--- src/rtl/poly_decompress_ctrl_if.sv ---
// poly_decompress_ctrl_if: source read (rd_*), decompress pipe (dec_in/dec_out) and sink write (wr_*) bundle; master = controller
interface poly_decompress_ctrl_if #(
    parameter int D = 4,
    parameter int N = 256
);
    localparam int AW = N > 1 ? $clog2(N) : 1;
    logic          rd_en;
    logic [AW-1:0] rd_addr;
    logic [D-1:0]  rd_data;
    logic [D-1:0]  dec_in;
    logic [11:0]   dec_out;
    logic          wr_valid;
    logic          wr_ready;
    logic [AW-1:0] wr_addr;
    logic [11:0]   wr_data;
    modport master (
        output rd_en, rd_addr, dec_in, wr_valid, wr_addr, wr_data,
        input  rd_data, dec_out, wr_ready
    );
    modport slave (
        input  rd_en, rd_addr, dec_in, wr_valid, wr_addr, wr_data,
        output rd_data, dec_out, wr_ready
    );
endinterface

--- src/rtl/poly_decompress_ctrl.sv ---
// poly_decompress_ctrl: Kyber decompress sequencer; start/busy/done control, bus carries source reads, decompress pipe and sink writes
module poly_decompress_ctrl #(
    parameter int D          = 4,
    parameter int N          = 256,
    parameter int LAT        = 4,
    parameter int FIFO_DEPTH = 8
) (
    input  logic                   clk,
    input  logic                   rst_n,
    input  logic                   start,
    output logic                   busy,
    output logic                   done,
    poly_decompress_ctrl_if.master bus
);
    localparam int AW = N > 1 ? $clog2(N) : 1;
    localparam int PW = FIFO_DEPTH > 1 ? $clog2(FIFO_DEPTH) : 1;
    localparam int CW = $clog2(FIFO_DEPTH + 1);
    typedef enum logic [1:0] {IDLE, RUN, DRAIN, DONE} state_t;
    state_t state, state_n;
    logic ld;
    logic [D-1:0] hold;
    logic [LAT-1:0] tag;
    logic [CW-1:0] inflight, count;
    logic [PW-1:0] wp, rp;
    logic [11:0] mem [FIFO_DEPTH];
    logic push, pop;
    assign push = tag[LAT-1];
    assign pop = bus.wr_valid && bus.wr_ready;
    assign bus.dec_in = ld ? bus.rd_data : hold;
    assign bus.wr_valid = count != '0;
    assign bus.wr_data = bus.wr_valid ? mem[rp] : 12'd0;
    always_ff @(posedge clk)
        state <= !rst_n ? IDLE : state_n;
    always_comb begin
        busy = state != IDLE;
        done = state == DONE;
        bus.rd_en = state == RUN && !ld && 32'(inflight) + 32'(count) < FIFO_DEPTH;
        state_n = state == IDLE  ? (start ? RUN : IDLE)
                : state == RUN   ? (bus.rd_en && bus.rd_addr == AW'(N - 1) ? DRAIN : RUN)
                : state == DRAIN ? (pop && bus.wr_addr == AW'(N - 1) ? DONE : DRAIN)
                : IDLE;
    end
    always_ff @(posedge clk) begin
        if (!rst_n || state == IDLE) begin
            ld          <= 1'b0;
            hold        <= '0;
            tag         <= '0;
            inflight    <= '0;
            count       <= '0;
            wp          <= '0;
            rp          <= '0;
            bus.rd_addr <= '0;
            bus.wr_addr <= '0;
        end else begin
            ld       <= bus.rd_en;
            tag      <= LAT'({tag, ld});
            inflight <= inflight + CW'(bus.rd_en) - CW'(push);
            count    <= count + CW'(push) - CW'(pop);
            if (ld) hold <= bus.rd_data;
            if (push) wp <= wp == PW'(FIFO_DEPTH - 1) ? '0 : wp + 1'b1;
            if (pop) rp <= rp == PW'(FIFO_DEPTH - 1) ? '0 : rp + 1'b1;
            if (bus.rd_en) bus.rd_addr <= bus.rd_addr + 1'b1;
            if (pop) bus.wr_addr <= bus.wr_addr + 1'b1;
        end
    end
    always_ff @(posedge clk)
        if (push) mem[wp] <= bus.dec_out;
    assert property (@(posedge clk) disable iff (!rst_n) !(push && count == CW'(FIFO_DEPTH)));
endmodule
--- src/flat_wrapper.sv ---
// flat-port wrapper written by rule: the top's interface ports become plain ports
module poly_decompress_ctrl_flat 
#(
    parameter int D          = 4,
    parameter int N          = 256,
    parameter int LAT        = 4,
    parameter int FIFO_DEPTH = 8
)
  (clk, rst_n, start, busy, done, bus_rd_en, bus_rd_addr, bus_dec_in, bus_wr_valid, bus_wr_addr, bus_wr_data, bus_rd_data, bus_dec_out, bus_wr_ready);
  poly_decompress_ctrl_if #(.D(D), .N(N)) bus_i ();
  input  logic clk;
  input  logic rst_n;
  input  logic start;
  output logic busy;
  output logic done;
  output wire logic [$bits(bus_i.rd_en)-1:0] bus_rd_en;
  output wire logic [$bits(bus_i.rd_addr)-1:0] bus_rd_addr;
  output wire logic [$bits(bus_i.dec_in)-1:0] bus_dec_in;
  output wire logic [$bits(bus_i.wr_valid)-1:0] bus_wr_valid;
  output wire logic [$bits(bus_i.wr_addr)-1:0] bus_wr_addr;
  output wire logic [$bits(bus_i.wr_data)-1:0] bus_wr_data;
  input wire logic [$bits(bus_i.rd_data)-1:0] bus_rd_data;
  input wire logic [$bits(bus_i.dec_out)-1:0] bus_dec_out;
  input wire logic [$bits(bus_i.wr_ready)-1:0] bus_wr_ready;
  assign bus_rd_en = bus_i.rd_en;
  assign bus_rd_addr = bus_i.rd_addr;
  assign bus_dec_in = bus_i.dec_in;
  assign bus_wr_valid = bus_i.wr_valid;
  assign bus_wr_addr = bus_i.wr_addr;
  assign bus_wr_data = bus_i.wr_data;
  assign bus_i.rd_data = bus_rd_data;
  assign bus_i.dec_out = bus_dec_out;
  assign bus_i.wr_ready = bus_wr_ready;
  poly_decompress_ctrl #(.D(D), .N(N), .LAT(LAT), .FIFO_DEPTH(FIFO_DEPTH)) u_core (.clk(clk), .rst_n(rst_n), .start(start), .busy(busy), .done(done), .bus(bus_i));
endmodule
--- config.mk ---
export PLATFORM = sky130hd
export DESIGN_NAME = poly_decompress_ctrl_flat
export DESIGN_NICKNAME = d
export VERILOG_FILES = /design/src/rtl/poly_decompress_ctrl_if.sv /design/src/rtl/poly_decompress_ctrl.sv /design/src/flat_wrapper.sv
export SDC_FILE = /design/constraint.sdc
export NUM_CORES = 1
export LEC_CHECK = 0
export ABC_AREA = 1
export CAP_MARGIN = 20
export CORE_MARGIN = 2
export CORE_UTILIZATION = 57
export DETAILED_ROUTE_END_ITERATION = 8
export PLACE_DENSITY_LB_ADDON = 0.25
export SYNTH_ARGS = -nofsm -noshare
export SYNTH_HDL_FRONTEND = slang
export SYNTH_SLANG_ARGS = --single-unit
--- constraint.sdc ---
create_clock -name clk -period 2.54 [get_ports clk]
set_input_delay 0.508 -clock clk [delete_from_list [all_inputs] [get_ports clk]]
set_output_delay 0.508 -clock clk [all_outputs]
set_load 0.1 [all_outputs]
== Word-level counts from Yosys, hierarchy flattened ==
Memories as Yosys holds them, arrays and structs flattened. A register that Yosys moved wholly into a read port is not among the register bits.
Cells that the tools add are included.

* Bits in registers: 41
* Bits in writable memories: 96
* Word-level logic and storage cells: 53
* Memories kept: 1

* $add $sub $neg: 9
* Magnitude comparators: 1
* Equal/unequal tests: 7
* Mux-type cells: 14
* Reduce and logical (&&, ||, !) cells: 11

{| class="wikitable"
|+ Memory list
! memory !! depth !! width !! rd ports !! clocked after Yosys merged registers in !! write ports !! RTL line !! source
|-
| u_core.mem || 8 || 12 || 1 || 1 || 1 || poly_decompress_ctrl.sv:25 || <nowiki>logic [11:0] mem [FIFO_DEPTH];</nowiki>
|}

{| class="wikitable"
|+ Operator list
! kind !! count
|-
| 32-bit by 4-bit < comparator with 1-bit output, second input constant || 1
|-
| 8-bit by 1-bit adder with 8-bit output, second input constant || 2
|-
| 8-bit == test, second input constant || 2
|-
| 12-bit two-way mux || 1
|-
| 3-bit two-way mux || 4
|-
| 4-bit by 1-bit adder with 4-bit output || 2
|-
| 2-bit two-way mux || 4
|-
| 4-bit by 1-bit subtractor with 4-bit output || 2
|-
| 3-bit by 1-bit adder with 3-bit output, second input constant || 2
|-
| 3-bit == test, second input constant || 2
|-
| 4-bit by 4-bit adder with 5-bit output || 1
|-
| 1-bit logical AND || 5
|-
| 2-bit == test, second input constant || 2
|-
| 1-bit two-way mux || 4
|-
| 4-bit two-way mux || 1
|-
| 4-bit nonzero test || 1
|-
| 2-bit by 1-bit == test with 1-bit output, second input constant || 1
|-
| 1-bit logical NOT || 2
|-
| 2-bit logical NOT || 1
|-
| 2-bit nonzero test || 1
|-
| 1-bit logical OR || 1
|}

== Longest topological paths before layout ==
Gate-level depths: netlist of run 1.

* Word-level depth: 7
* Depth in mapped cells: 15
* Gate-level depth less buffers: 14

== Worst setup path after synthesis of run 1 ==
Ideal clock, no wire load.

* Path type: register to output
* From: register u_core.count[2]
* To: output port bus_wr_data[10]
* Arrival: 2595 ps
* Required time: 2032 ps
* Path slack: -563 ps
* Stages on the path, launching flop included: 7
* Buffers on the path: 1
* Cells stage by stage: dfxtp_1 > inv_1 > ha_1 > nand2_1 > buf_2 > nand2_1 > nor2_1

* Cells in the longest elaborated chain, start to end: 2

{| class="wikitable"
|+ Ends and longest elaborated chain
! what !! RTL line !! source
|-
| start, declared || poly_decompress_ctrl.sv:23 || <nowiki>logic [CW-1:0] inflight, count;</nowiki>
|-
| start signal, assigned || poly_decompress_ctrl.sv:58 || <nowiki>count <= count + CW'(push) - CW'(pop);</nowiki>
|-
| 4-bit nonzero test || poly_decompress_ctrl.sv:30 || <nowiki>assign bus.wr_valid = count != '0;</nowiki>
|-
| via bus_wr_valid || flat_wrapper.sv:19 || <nowiki>output wire logic [$bits(bus_i.wr_valid)-1:0] bus_wr_valid;</nowiki>
|-
| 12-bit two-way mux || poly_decompress_ctrl.sv:31 || <nowiki>assign bus.wr_data = bus.wr_valid ? mem[rp] : 12'd0;</nowiki>
|-
| end, declared || flat_wrapper.sv:21 || <nowiki>output wire logic [$bits(bus_i.wr_data)-1:0] bus_wr_data;</nowiki>
|}

The timed path passes the listed nets, and every way through them passes these cells.

== Worst setup path in the final report of run 1 ==
* From: register u_core.count[2]
* To: output port bus_wr_data[11]

* Cells in the longest elaborated chain, start to end: 2

{| class="wikitable"
|+ Ends and longest elaborated chain
! what !! RTL line
|-
| 4-bit nonzero test || poly_decompress_ctrl.sv:30
|-
| 12-bit two-way mux || poly_decompress_ctrl.sv:31
|}

Every way passes these cells.

==> results.py, run 1 <==
metrics = {
    "worst_setup_path": {
        "ff2ff_setup_slack_ns": 0.38,
        "critPathKind": "flip-flop to output port",
        "cp.arrival_ns": 2.01,
        "path_delay_family": "buffers and inverters",
        "reg2reg_depth": 12,
        "cpMaxStageDelayCell": "dfxtp_1",
        "critical_path_buf_inv_count": 3,
        "crit_fanout": 13,
        "crit_path_max_incr_delay_ns": 0.34,
        "cp.required_ns": 2.03,
        "timing.rr.end": "u_core.inflight[2]",
        "cp-end-kind": "output port",
        "crit_chain": "inv_1 -> ha_1 -> nand2_2 -> buf_8 -> nand2_1 -> nor2_4 -> buf_12",
        "cp-start-kind": "flip-flop",
        "r2r-start": "u_core.inflight[3]",
    },
    "pwr": {
        "p_comb_share_pct": 3.1,
        "sw_frac_of_total_pct": 19.6,
        "clockPowerShare_pct": 48.7,
        "powerDensity_nw_per_um2": 665,
        "leakagePower_nw": 2.83,
        "internal_power_mw": 4.07,
        "power.net_switching_mw": 0.994,
        "p_seq_share_pct": 48.1,
        "peakVddDrop_v": 0.000550,
    },
    "grt": {
        "grt_pass1_vias": 4311,
        "use_met1_pct": 28.5,
        "use_met2_pct": 39.1,
        "grt_util_met3_pct": 5.46,
        "grt_usage_pct": 23.4,
        "antenna_found_initial": 0,
        "grt_busiest_layer": "met2",
        "grt_pass1_wl_um": 20000,
        "gr-total-overflow": 0,
        "grt_max_degree": 33,
    },
    "hold_path": {
        "holdPathStages": 2,
        "hold_end": "u_core.tag[2]",
        "hp-start": "u_core.tag[1]",
        "hp-class": "flip-flop to flip-flop",
    },
    "clocking": {
        "cts_setup_buffers": 0,
        "cts-htree-levels": 4,
        "cts_made_buffers": 17,
        "cts_max_path_buffers": 2,
        "cts.hold.buffers_added": 0,
        "cts_sinks": 140,
        "cts.clk_slew.worst_paths_ns": 0.06,
        "clock_latency_ns": 0.52,
        "cts-root-buf": "clkbuf_8",
        "cts_tree": "done",
    },
    "timing": {
        "post-route-period-util_pct": 99.1,
        "setup_viol": 0,
        "final.setup.tns_ns": 0,
        "rsz0062_at_grt": "yes",
        "finalCriticalPeriod_ns": 2.52,
        "fin_skew_ns": 0.00695,
        "maxSlewViolCount": 0,
        "slew_headroom_pct": 75.8,
        "hold_viol_final": 0,
        "fmax_ghz": 0.397,
        "worst_pin_slew_ns": 0.363,
        "layout_setup_ws_ns": 0.0227,
    },
    "synthesis": {
        "synth_cell_type_count": 32,
        "synthesis.nets": 621,
        "synth_edf_count": 96,
        "syn_area_per_cell_um2": 10.3,
        "yosys_warnings": 0,
        "synth_cells": 581,
        "synth_area_leaders": "edfxtp_1 48%, dfxtp_1 15%, nor2_1 8.5%",
        "yosys-top-cells-count": "136 x nor2_1, 96 x edfxtp_1, 73 x nand2_1, 48 x o21ai_0, 47 x inv_1",
        "synth-main-ff-cell": "edfxtp_1",
        "synth.top_cell.area_share_pct": 48.2,
        "synth.most_common_cell": "nor2_1",
        "synthArstFlopShare_pct": 0,
        "mappedNetlistArea_um2": 5980,
        "yosys_register_bits": 140,
        "synth_area_leader_cell": "edfxtp_1",
        "synth-seq-area-share_pct": 63.0,
    },
    "placement": {
        "dp_slack_ns": 0.170,
        "io_buffer_count": 55,
        "gp_congestion": 0.790,
        "hpwl_um": 7830,
        "dp_cells": 772,
    },
    "die": {
        "dieWidth_um": 106,
        "fp.coreArea_um2": 10200,
        "pin_count": 56,
        "die_y_um": 106,
        "rows": 37,
        "start_util_pct": 58.4,
        "dieArea_um2": 11300,
    },
    "final_layout": {
        "finalNonFillerCells": 804,
        "syn2layout_area_growth_pct": 27.5,
        "antenna_cells": 0,
        "num-fill-cells": 668,
        "regArea_um2": 3770,
        "final_net_count": 695,
        "drive_gt1_share_pct": 18.7,
        "multiInputGateArea_um2": 1960,
        "postLayoutCoreUtil_pct": 74.5,
    },
    "routing": {
        "drcViolationCount": 0,
        "avgRoutedWirePerCell_um": 15.7,
        "wirelength_um": 12600,
        "ant_nets": 0,
        "first_pass_iters": 5,
        "drt_first_iter_violations": 222,
        "vias": 4363,
        "vias_per_cell": 5.43,
    },
    "run_status": {
        "outcome": "finished clean",
    },
    "flow_run": {
        "drv_cap": 0,
    },
}
[cells by family (layout without fill, tap and decap cells)]
logic type	Yosys count	in the layout	synth area share, %
AND/OR/NAND/NOR	233	233	15.4
buffers and inverters	74	161	5.69
flip-flops	140	140	63.0
XOR/XNOR	8	8	1.17
AO/OA/AOI/OAI	106	106	10.3
adder cells (fa/ha/maj)	20	20	4.44
[sequential cells by signal, indices dropped and copies added (netlist names), named ones only]
signal and count:
u_core.ld 1, u_core.wp 3, u_core.tag 4, u_core.rp 3
u_core.mem 96, u_core.state 2, u_core.hold 4, u_core.bus.rd_addr 8
u_core.inflight 4, u_core.bus.wr_addr 8, u_core.count 4
[cells in the final DEF (no fill, tap or decap), drive strengths merged, types with 2 or more instances in the layout]
cell and instances:
a211oi 2, xnor2 2, a21oi 15, xor2 6
nand2 75, o21ai 62, clkdlybuf4s50 19, nor2 136
dfxtp 44, inv 53, ha 18, nand4 4
o22ai 12, clkbuf 27, or2 5, nand3 10
clkinv 3, buf 58, o211ai 12, edfxtp 96
fa 2
[final cells by class]
type / count / share of cell area, %
Clock inverter: 5 / 0.443
Clock buffer: 27 / 7.74
Multi-Input combinational cell: 367 / 25.7
Sequential cell: 140 / 49.5
Tap cell: 136 / 2.23
Inverter: 52 / 2.68
Timing Repair Buffer: 77 / 11.7
[stage by stage]
stage | area [µm²] | hold WS, ns | total power, mW
2_1_floorplan | 6050 | 0.394 | 2.57
3_3_place_gp | 6940 | 0.395 | 2.64
3_5_place_dp | 6940 | 0.400 | 2.64
4_1_cts | 7580 | 0.405 | 5.10
5_1_grt | 7620 | 0.417 | 5.21
6_report | 7620 | 0.405 | 5.07
[repair_timing]
action | 4_1_cts | 5_1_grt
pin swaps | 0 | 1
resized for setup | 7 | 13
endpoints found under the setup margin | 8 | 13
[layer usage]
layer	up-vias	wire length (µm)
met5	-	0
met3	33	742
met2	159	6520
li1	2118	-
met1	2053	4980
met4	0	365
[worst max path at each step]
stage,startpoint,to,slack [ns],cells after the start
after floorplan,u_core.count[2],bus_wr_data[10],0.13,6
after global placement,bus_wr_ready,u_core.count[2],0.23,9
after detailed placement,bus_wr_ready,u_core.count[2],0.17,9
after CTS,u_core.count[1],bus_rd_en,0.02,8
after global routing,u_core.count[2],bus_wr_data[11],-0.06,7
final,u_core.count[2],bus_wr_data[11],0.02,7
[power groups by stage]
stage | Clock, mW | Sequential [mW] | Combinational [mW]
3_5_place_dp | 0 | 2.49 | 0.157
2_1_floorplan | 0 | 2.49 | 0.0720
4_1_cts | 2.50 | 2.44 | 0.158
6_report | 2.47 | 2.44 | 0.158
3_3_place_gp | 0 | 2.49 | 0.153
5_1_grt | 2.60 | 2.44 | 0.169
[worst min-delay path: cells and delay by family, from the launching register on]
| family | cells | cell delay [ns] |
|---|---|---|
| buffers and inverters | 1 | 0.04 |
| flip-flops | 1 | 0.29 |
| AND/OR/NAND/NOR | 1 | 0.03 |
No activity file was read; power rests on OpenSTA's default activity.
==> run 2: changes to the inputs <==
Settings changed: CORE_UTILIZATION 57 to 35.
==> run 2 against run 1 <==
Utilization decreased by 29 points; critical path type unchanged; combinational power hardly changed; clock-buffer cell count fell by 9; power shrank 3.6%; register-to-register slack got worse by 0.05 ns; clock power is 7% lower; critical endpoint unchanged; clock skew is essentially flat; via count shrank 3.4%; largest power group is now sequential cells; cell count rose by 11%.
==> results.py, run 2 (synthesis results as in run 1) <==
metrics = {
    "worst_setup_path": {
        "critical_path_buf_inv_count": 3,
        "ff2ff_setup_slack_ns": 0.33,
        "crit_chain": "inv_1 -> ha_1 -> nand2_1 -> buf_6 -> nand2_1 -> nor2_2 -> buf_12",
        "r2r-start": "u_core.inflight[1]",
        "cp_common_cell": "nand2_1",
        "cp.required_ns": 2.03,
        "crit_path_max_incr_delay_ns": 0.34,
        "critPathKind": "flip-flop to output port",
        "path_delay_family": "buffers and inverters",
        "crit_fanout": 13,
        "cpMaxStageDelayCell": "dfxtp_1",
        "cp-start-kind": "flip-flop",
        "timing.rr.end": "u_core.inflight[2]",
        "cp-end-kind": "output port",
        "reg2reg_depth": 12,
        "cp.arrival_ns": 1.89,
    },
    "routing": {
        "wirelength_um": 12900,
        "vias": 4213,
        "drt_first_iter_violations": 297,
        "ant_nets": 0,
        "avgRoutedWirePerCell_um": 14.5,
        "drcViolationCount": 0,
        "first_pass_iters": 4,
        "vias_per_cell": 4.73,
    },
    "clocking": {
        "clock_latency_ns": 0.42,
        "cts_tree": "done",
        "cts.clk_slew.worst_paths_ns": 0.06,
        "cts-htree-levels": 4,
        "cts_made_buffers": 17,
        "cts-root-buf": "clkbuf_16",
        "cts_max_path_buffers": 2,
        "cts_sinks": 140,
    },
    "placement": {
        "placed_area_um2": 7070,
        "dp_cells": 858,
        "gp_congestion": 0.803,
        "hpwl_um": 8520,
        "io_buffer_count": 55,
        "dp_slack_ns": 0.177,
    },
    "final_layout": {
        "regArea_um2": 3760,
        "drive_gt1_share_pct": 17.6,
        "finalNonFillerCells": 890,
        "final_cell_mix": "124 x nor2_1, 96 x edfxtp_1, 73 x nand2_1, 48 x o21ai_0, 47 x inv_1",
        "max_flop_register": "u_core.mem",
        "num-fill-cells": 1573,
        "final_common_cell": "nor2_1",
        "largestRegisters": "u_core.mem (96), u_core.bus.rd_addr (8), u_core.bus.wr_addr (8)",
        "design_area_um2": 7630,
        "largest_register_ffs": 96,
        "antenna_cells": 0,
        "syn2layout_area_growth_pct": 27.7,
        "final_net_count": 697,
        "multiInputGateArea_um2": 1950,
    },
    "pwr": {
        "power.total_mw": 4.88,
        "clockPowerShare_pct": 46.8,
        "p_comb_share_pct": 3.2,
        "internal_power_mw": 3.84,
        "leakagePower_nw": 2.78,
        "peakVddDrop_v": 0.000427,
        "power.net_switching_mw": 1.05,
        "sw_frac_of_total_pct": 21.5,
        "powerDensity_nw_per_um2": 640,
        "p_seq_share_pct": 50.0,
    },
    "timing": {
        "post-route-period-util_pct": 94.4,
        "fmax_ghz": 0.417,
        "hold_viol_final": 0,
        "final.setup.tns_ns": 0,
        "slew_headroom_pct": 69.6,
        "rsz0062_at_grt": "no",
        "finalCriticalPeriod_ns": 2.40,
        "layout_setup_ws_ns": 0.142,
        "fin_skew_ns": 0.00680,
        "setup_viol": 0,
        "worst_pin_slew_ns": 0.455,
        "maxSlewViolCount": 0,
    },
    "run_status": {
        "outcome": "finished clean",
    },
    "grt": {
        "grt_usage_pct": 15.5,
        "grt_pass1_vias": 4345,
        "grt_pass1_wl_um": 21600,
        "antenna_found_initial": 0,
        "gr-total-overflow": 0,
        "grt_max_degree": 49,
    },
    "die": {
        "fp.coreArea_um2": 16600,
        "dieWidth_um": 135,
        "die_y_um": 135,
        "pin_count": 56,
        "rows": 47,
        "dieArea_um2": 18100,
        "start_util_pct": 35.9,
    },
    "hold_path": {
        "hold_end": "u_core.tag[2]",
        "hp-start": "u_core.tag[1]",
        "hp-class": "flip-flop to flip-flop",
        "holdPathStages": 2,
    },
    "flow_run": {
        "drv_cap": 0,
    },
}
[run 2: what timing repair did]
action                     CTS  global route
hold buffers                 0             0
setup endpoints to repair    0             9
resized for setup            0             3
buffers inserted             0             0
[run 2: worst min-delay path, cell delays in order (launching register included)]
cell,delay [ns]
dfxtp_1,0.29
inv_1,0.04
nor2_1,0.03
[run 2: worst max-delay path by stage]
| stage | from | end | slack, ns | cells past startpoint |
|---|---|---|---|---|
| after global routing | flip-flop | bus_wr_data[8] | 0.01 | 7 |
| after global placement | bus_wr_ready | u_core.count[2] | 0.22 | 9 |
| final | u_core.count[2] | bus_wr_data[11] | 0.14 | 7 |
| after floorplan | u_core.count[2] | bus_wr_data[10] | 0.13 | 6 |
| after detailed placement | bus_wr_ready | u_core.count[2] | 0.18 | 9 |
| after CTS | u_core.count[2] | bus_wr_data[11] | 0.06 | 7 |
[run 2: routing by layer]
layer  global-route usage (%)  vias up  part of all wire (%)
met3                     4.65       19                   5.3
li1                         -     2119                     -
met5                        0        -                     0
met2                     26.7       99                    50
met4                     6.14        0                   1.7
met1                     18.1     1976                    43
[run 2: power by group through the flow]
stage / registers [mW] / logic, mW / clock network [mW]
after detailed placement: 2.49 / 0.160 / 0
after CTS: 2.44 / 0.161 / 2.35
after floorplan: 2.49 / 0.0720 / 0
after global placement: 2.49 / 0.157 / 0
after global routing: 2.44 / 0.172 / 2.44
final: 2.44 / 0.158 / 2.29
[run 2: area by class of cell]
| type | instances | area share, % |
|---|---|---|
| tap | 220 | 3.61 |
| inverter | 52 | 2.56 |
| timing repair buffer | 79 | 11.8 |
| sequential | 140 | 49.3 |
| clock buffer | 18 | 5.62 |
| multi-input combinational | 367 | 25.5 |
| clock inverter | 14 | 1.61 |
[run 2: stage by stage]
step                util (%)  hold WS [ns]
detailed placement      42.5         0.400
global placement        42.5         0.398
CTS                     45.8         0.411
floorplan                  -         0.394
global route            45.9         0.440
finish                  45.9         0.407
